[src/rtl/base2_log_pkg.sv]
// Shared MFCC constants: default filter-bank energy width and the helper that
// derives the width of a floor(log2) result from an operand width.
package base2_log_pkg;

    localparam int ENERGY_W = 32;

    // Number of bits needed to hold a bit index 0..w-1 (at least 1).
    function automatic int log_width(input int w);
        if (w < 2) begin
            return 1;
        end else begin
            return $clog2(w);
        end
    endfunction

endpackage

[src/rtl/base2_log.sv]
// Integer floor(log2) of an unsigned energy word: combinational result for the
// mel FSM plus a one-cycle registered copy qualified by valid_i.
module base2_log
    import base2_log_pkg::*;
#(
    parameter int WIDTH = ENERGY_W,
    parameter int LOG_W = log_width(WIDTH)
) (
    input  logic             clk,
    input  logic             rst_n,
    input  logic [WIDTH-1:0] number_i,
    input  logic             valid_i,
    output logic [LOG_W-1:0] log_o,
    output logic             zero_o,
    output logic [LOG_W-1:0] log_q,
    output logic             zero_q,
    output logic             valid_o
);

    // Binary search over halves: each level decides one result bit, MSB first,
    // and narrows the window to the half that holds the leading one.
    function automatic logic [LOG_W-1:0] msb_index(input logic [WIDTH-1:0] value);
        logic [WIDTH-1:0] window;
        logic [LOG_W-1:0] idx;
        window = value;
        idx    = '0;
        for (int s = LOG_W - 1; s >= 0; s--) begin
            if ((window >> (1 << s)) != '0) begin
                idx[s] = 1'b1;
                window = window >> (1 << s);
            end else begin
                idx[s] = 1'b0;
            end
        end
        return idx;
    endfunction

    logic [LOG_W-1:0] log_s;
    logic             zero_s;
    logic [LOG_W-1:0] log_d;
    logic             zero_d;
    logic             valid_d;

    // Combinational encoder; independent of clock and reset.
    always_comb begin
        log_s  = msb_index(number_i);
        zero_s = (number_i == '0);
    end

    assign log_o  = log_s;
    assign zero_o = zero_s;

    // Next state of the registered path: capture on valid, hold otherwise.
    always_comb begin
        log_d   = log_q;
        zero_d  = zero_q;
        valid_d = valid_i;
        if (valid_i) begin
            log_d  = log_s;
            zero_d = zero_s;
        end else begin
            log_d  = log_q;
            zero_d = zero_q;
        end
    end

    // Output registers; reset value describes an empty (zero) operand.
    always_ff @(posedge clk or negedge rst_n) begin
        if (!rst_n) begin
            log_q   <= '0;
            zero_q  <= 1'b1;
            valid_o <= 1'b0;
        end else begin
            log_q   <= log_d;
            zero_q  <= zero_d;
            valid_o <= valid_d;
        end
    end

endmodule

[config.mk]
export PLATFORM = sky130hd
export DESIGN_NAME = base2_log
export DESIGN_NICKNAME = d
export VERILOG_FILES = /design/src/rtl/base2_log_pkg.sv /design/src/rtl/base2_log.sv
export SDC_FILE = /design/constraint.sdc
export NUM_CORES = 1
export LEC_CHECK = 0
export CAP_MARGIN = 20
export CORE_UTILIZATION = 34
export DETAILED_ROUTE_END_ITERATION = 10
export PLACE_DENSITY = 0.85
export RECOVER_POWER = 100
export REMOVE_ABC_BUFFERS = 1
export SYNTH_ARGS = -nofsm -noshare
export SYNTH_HDL_FRONTEND = slang
export SYNTH_SLANG_ARGS = --single-unit
[constraint.sdc]
create_clock -name clk -period 4.2 [get_ports clk]
set_clock_uncertainty 0.2 [all_clocks]
set_input_delay 1.05 -clock clk [delete_from_list [all_inputs] [get_ports clk]]
set_output_delay 1.05 -clock clk [all_outputs]
set_load 0.05 [all_outputs]
==> results_dict.tcl, run 1 <==
set metrics [dict create \
    status "did not finish" \
    haltStage "global routing" \
    stop_error "[ERROR DPL-0038] Utilization greater than 100%, impossible to legalize" \
    cts-root-buf "clkbuf_4" \
    gp_congestion 0.976 \
    yosys_warnings 0 \
    repair-timing-grt-worst-ep "log_o[0]" \
    synth-edff-count 0 \
    avgSynthCellArea_sq_um 7.35 \
    yosysUniqueCellTypes 27 \
    die_w_um 46.8 \
    initial_core_util_pct 37.9 \
    io_pins 48 \
    dp_hpwl_mm 2.54 \
    fp.dieH_um 46.8 \
    cts_num_sinks 7 \
    cts_buffers 3 \
    synth_flop_cell "dfrtp_1" \
    synthCells 93 \
    synth_seq_area_share_pct 25.8 \
    worstEpCategory "primary output" \
    dp.cells 201 \
    syn-cell-area_sq_um 683 \
    ys_async_sr_fraction_pct 100 \
    ctsHoldBuffers 0 \
    clockBufferDepth 2 \
    cts_htree_levels 1 \
    portBuffers 47 \
    synth.ff_latch_count 7 \
    grt_max_degree 13 \
    std_cell_rows 15 \
]
==> cells by family after synthesis <==
kind of cell | share of synthesized area [%]
AO/OA/AOI/OAI | 26.7
flip-flops | 25.8
buffers and inverters | 2.20
AND/OR/NAND/NOR | 43.6
multiplexers | 1.65
==> stage by stage <==
stage,setup WS [ps],instance area [sq um]
after floorplan,-347,679
after global placement,-430,1510
after detailed placement,-494,1510
after CTS,-85.2,1670
==> what timing repair did <==
action                     CTS
pin swaps                   10
buffers inserted            17
setup endpoints to repair    6
resized for setup           63
==> synthesized netlist by cell type (3+ instances only) <==
cell type  number  area (sq um)
a211oi_1        3          22.5
o211ai_1        3          22.5
o21ai_1         3          15.0
a21oi_1         8          40.0
nor4_1         11          68.8
dfrtp_1         6           150
or4_1           3          22.5
o21ai_0         4          20.0
nor2_1         19          71.3
nand2_1         6          22.5
nor3_1          5          25.0
==> inputs of run 2 (changes only) <==
- CORE_AREA: default -> 2 2 63 65
- CORE_UTILIZATION: 34 -> default
- DIE_AREA: default -> 0 0 65 67
- PLACE_DENSITY: 0.85 -> default
- PLACE_DENSITY_LB_ADDON: default -> 0.15
==> results_dict.tcl, run 2 <==
set metrics [dict create \
    largest_reg_flops 5 \
    synth_seq_area_share_pct 25.8 \
    yosys-top-cells-count "nor2_1, nor4_1, a21oi_1, dfrtp_1, nand2_1" \
    dr.pass1.iters 4 \
    clk_pin_slew_ps 40 \
    power_frac_seq_pct 25.6 \
    synthMuxAreaShare_pct 1.65 \
    grt_overflow 0 \
    fin_hold_ws_ps 312 \
    status "finished with violations" \
    synthCells 93 \
    fp.dieH_um 67 \
    fillers 367 \
    cap_viol_max_count 0 \
    cts_num_sinks 7 \
    setup_violations 2 \
    slew_violations 0 \
    synth_xor_xnor_area_share_pct 0 \
    syn-cell-area_sq_um 683 \
    cp-start-kind "input pin" \
    io_pins 48 \
    synth.ff_latch_count 7 \
    wl_mm 3.20 \
    synth-edff-count 0 \
    synth.area.top_cells "dfrtp_1, nor2_1, nor4_1, a21oi_1, dfstp_2" \
    arrival_ps 3070 \
    ir_drop_mv 0.122 \
    portBuffers 47 \
    endpoint_kind "primary output" \
    max_freq_mhz 232 \
    antenna_left 0 \
    clkLatencyLatePin_ps 230 \
    core_sq_mm 0.00361 \
    dp_hpwl_mm 2.67 \
    avgSynthCellArea_sq_um 7.35 \
    period_share_pct 103 \
    internal_power_mw 0.194 \
    grt_pass1_wl_mm 5.13 \
    failed_checks "setup timing" \
    crit_fanout 4 \
    cts_tree "yes" \
    drt_first_iter_violations 46 \
    dpl_worst_slack_ps -451 \
    swShare_pct 30.8 \
    final_cell_area_sq_mm 0.00169 \
    hold_viol 0 \
    synth_most_common_cell "nor2_1" \
    setup.worst_path.class "in -> out" \
    die-area_sq_mm 0.00436 \
    synth_top_family_by_area "simple AND/OR/NAND/NOR gates" \
    area_growth_syn_to_layout_pct 147 \
    max_slew_margin_pct 64.9 \
    synthSimpleGateAreaFrac_pct 43.6 \
    layout.nets 225 \
    min_path_type "reg -> reg" \
    diodes 0 \
    p_clk_share_pct 34.2 \
    antenna_found_initial 0 \
    rsz0062_at_grt "true" \
    leakage_nw 0.688 \
    place_area_sq_mm 0.00157 \
    worst_slack_ps -119 \
    cellPowerDensity_mw_per_mm2 166 \
    synth_top_area_cell "dfrtp_1" \
    vias_per_cell 4.94 \
    worst_slew_pin_slew_ps 522 \
    clockBufferDepth 2 \
    cts_buffers 3 \
    wire_per_inst_um 13.5 \
    final_cell_mix "buf_4, nor2_1, clkdlybuf4s50_1" \
    top_regs "log_q (5), valid_o (1), zero_q (1)" \
    cts_htree_levels 1 \
    drcViolationCount 0 \
    top_register "log_q" \
    gp_congestion 0.989 \
    min_period_ps 4320 \
    first_global_vias 1167 \
    num_vias 1170 \
    final_cells 237 \
    cts-root-buf "clkbuf_8" \
    yosysTopAreaCellShare_pct 22.0 \
    initial_core_util_pct 18.9 \
    ctsHoldBuffers 0 \
    drive_gt1_share_pct 43.9 \
    synth_compound_area_share_pct 26.7 \
    grtUsageTotal_pct 15.0 \
    grt_max_degree 13 \
    yosys_warnings 0 \
    ys_async_sr_fraction_pct 100 \
    finish.utilization_pct 46.9 \
    combPwrFrac_pct 40.2 \
    dp.cells 228 \
    std_cell_rows 22 \
    synth_fa_ha_area_share_pct 0 \
    layout_commonest_cell "buf_4" \
    required_ps 2950 \
    synth_flop_cell "dfrtp_1" \
    switchingPower_mw 0.0864 \
    die_w_um 65 \
    yosysUniqueCellTypes 27 \
]
## run 2: cell counts after synthesis
No cell type changed its count.
## run 2: final cells by class
type	instances	area, sq um	share of cell area (%)
repair buffers	93	821	48.6
multi-input cells	82	572	33.8
flip-flops and latches	7	176	10.4
well taps	48	60.1	3.55
clock buffers	4	45.0	2.66
inverters	3	16.3	0.962
## run 2: repair_timing
| action | CTS | global route |
|---|---|---|
| pin swaps | 10 | 2 |
| resized for setup | 58 | 9 |
| cloned | 0 | 0 |
| buffers inserted | 4 | 1 |
| endpoints found under the setup margin | 5 | 4 |
## run 2: kinds of logic after synthesis
group | Yosys count
DFF | 7
and+or+nand+nor | 53
buffers and inverters | 4
muxes | 1
AOI/OAI and AO/OA | 28
## run 2: worst max-delay path, stage by stage
cell,delay (ps)
buf_6,90
or4_4,560
nor4_4,270
buf_4,180
inv_6,40
o311ai_4,280
a32oi_2,150
o211ai_1,130
nand2_1,130
buf_12,170
## run 2: layer usage
layer	wire (um)	track usage (%)	vias to the layer above
met5	0	0	-
met4	43	4.26	0
met3	308	4.39	8
met2	1570	26.0	71
met1	1280	18.0	524
li1	-	-	567
## run 2: final timing paths
check	start	to	slack [ps]	cells past startpoint
max reg2reg	zero_q	zero_q	3280	1
max in group asynchronous	rst_n	zero_q	2550	1
min in group asynchronous	rst_n	log_q[3]	950	1
min	log_q[2]	log_q[2]	310	2
min reg2reg	log_q[2]	log_q[2]	310	2
max	number_i[17]	log_o[0]	-120	10
## run 2: through the flow
| stage | setup TNS [ps] | power, mW |
|---|---|---|
| global placement | -1290 | 0.185 |
| finish | -166 | 0.280 |
| CTS | -158 | 0.283 |
| floorplan | -548 | 0.104 |
| global route | -409 | 0.296 |
| detailed placement | -1460 | 0.186 |
## run 2: power by group through the flow
stage / sequential, mW / clock (mW) / combinational, mW
final: 0.0717 / 0.0958 / 0.113
after global routing: 0.0720 / 0.104 / 0.120
after CTS: 0.0719 / 0.0987 / 0.112
after detailed placement: 0.0728 / 0 / 0.113
after global placement: 0.0725 / 0 / 0.113
after floorplan: 0.0820 / 0 / 0.0220
No activity file was read; power rests on OpenSTA's default activity.
==> inputs of run 3 (changes only) <==
- CTS_CLUSTER_SIZE: default -> 14
- SKIP_LAST_GASP: default -> 1
==> results of run 3 <==
Final layout, timing and power as in run 2 (identical DEF).
==> inputs of run 4 (changes only) <==
- RECOVER_POWER: 100 -> default
==> results_dict.tcl, run 4 (synthesized netlist as in run 2, its figures left out) <==
set metrics [dict create \
    hold_start "log_q[2]" \
    clockBufferDepth 2 \
    layout_commonest_cell "buf_4" \
    antenna_left 0 \
    required_ps 2950 \
    clk_pin_slew_ps 40 \
    endpoint "log_o[0]" \
    arrival_ps 3070 \
    multiInputGateArea_sq_um 572 \
    path_delay_family "simple AND/OR/NAND/NOR gates" \
    grt_max_degree 13 \
    slew_violations 0 \
    endpoint_kind "primary output" \
    r2r_cells 1 \
    cts-root-buf "clkbuf_8" \
    first_global_vias 1167 \
    antenna_found_initial 0 \
    fp.dieH_um 67 \
    failed_checks "setup timing" \
    gp_congestion 0.989 \
    ir_drop_mv 0.122 \
    setup_tns_ps -175 \
    std_cell_rows 22 \
    cp-start-kind "input pin" \
    worst_slew_pin_slew_ps 517 \
    cts_num_sinks 7 \
    io_pins 48 \
    worst_slack_ps -124 \
    cts_tree "yes" \
    clkLatencyLatePin_ps 230 \
    area_growth_syn_to_layout_pct 147 \
    min_period_ps 4320 \
    wl_mm 3.20 \
    drt_first_iter_violations 47 \
    drive_gt1_share_pct 43.9 \
    startpoint "number_i[17]" \
    cellPowerDensity_mw_per_mm2 167 \
    core_sq_mm 0.00361 \
    crit_path_top_delay_cell "or4_4" \
    top_register "log_q" \
    drcViolationCount 0 \
    max_freq_mhz 231 \
    max_slew_margin_pct 65.2 \
    wire_per_inst_um 13.5 \
    dpl_worst_slack_ps -451 \
    diodes 0 \
    final_cell_mix "buf_4, clkdlybuf4s50_1, nor2_1" \
    crit_buf_inv 4 \
    rsz0062_at_grt "true" \
    fillers 367 \
    crit_fanout 4 \
    top_regs "log_q (5), valid_o (1), zero_q (1)" \
    vias_per_cell 4.91 \
    setup.worst_path.class "in -> out" \
    cts_buffers 3 \
    cpPeakStageDelay_ps 560 \
    ctsHoldBuffers 0 \
    setup_violations 2 \
    largest_reg_flops 5 \
    hold_viol 0 \
    period_share_pct 103 \
    timing.rr.start "zero_q" \
    dp_hpwl_mm 2.67 \
    layout.nets 225 \
    die-area_sq_mm 0.00436 \
    dr.pass1.iters 4 \
    die_w_um 65 \
    crit_cells 10 \
    cts_htree_levels 1 \
    cap_viol_max_count 0 \
    final-seq-area_sq_um 176 \
    initial_core_util_pct 18.9 \
    grtUsageTotal_pct 15.0 \
    grt_overflow 0 \
    portBuffers 47 \
    total_power_mw 0.282 \
    status "finished with violations" \
    min_path_type "reg -> reg" \
    reg2reg_to "zero_q" \
    critical_path.cell_chain "buf_6 -> or4_4 -> nor4_4 -> buf_4 -> inv_6 -> o311ai_4 -> a32oi_2 -> o211ai_1 -> nand2_1 -> buf_12" \
    leakage_nw 0.695 \
    grt_pass1_wl_mm 5.13 \
    num_vias 1163 \
    rrSetupSlack_ps 3280 \
]
run 4: routing by layer:
metal | vias up | part of all wire (%) | track usage (%)
li1 | 567 | - | -
met3 | 8 | 9.5 | 4.39
met5 | - | 0 | 0
met2 | 67 | 49 | 26.0
met1 | 521 | 40 | 18.0
met4 | 0 | 1.4 | 4.26
run 4: tightest hold or removal path, cell delays in order (launching register included):
cell     delay [ps]
dfrtp_1         330
nor2_1           40
a21oi_1         100
run 4: cell type report:
type | instances | area share [%]
flip-flops and latches | 7 | 10.4
well taps | 48 | 3.55
repair buffers | 93 | 48.6
clock buffers | 4 | 2.66
multi-input cells | 82 | 33.8
inverters | 3 | 0.962
run 4: worst min-delay path by stage:
| stage | cells past startpoint | slack, ps | to |
|---|---|---|---|
| after global routing | 2 | 380 | log_q[3] |
| after floorplan | 1 | 530 | zero_q |
| after CTS | 2 | 330 | log_q[2] |
| after global placement | 2 | 310 | log_q[2] |
| final | 2 | 320 | log_q[2] |
| after detailed placement | 2 | 320 | log_q[2] |
run 4: metrics by stage:
| stage | hold WS [ps] | utilization, % | area (sq um) | cells |
|---|---|---|---|---|
| after floorplan | 527 | - | 679 | 92 |
| after global placement | 312 | 43.4 | 1570 | 228 |
| after detailed placement | 319 | 43.4 | 1570 | 228 |
| after CTS | 328 | 46.0 | 1660 | 236 |
| after global routing | 377 | 46.9 | 1690 | 237 |
| final | 319 | 46.9 | 1690 | 237 |
run 4: timing repair:
| item | CTS | global route |
|---|---|---|
| buffers inserted | 4 | 1 |
| gates resized for setup | 58 | 9 |
| pin swaps | 10 | 2 |
| setup endpoints to repair | 5 | 4 |
run 4: power breakdown:
group	leakage, nW	switching, mW	internal (mW)
Combinational	0.603	0.0550	0.0590
Sequential	0.0693	0.00138	0.0704
Clock	0.0228	0.0301	0.0657
Total	0.695	0.0865	0.195
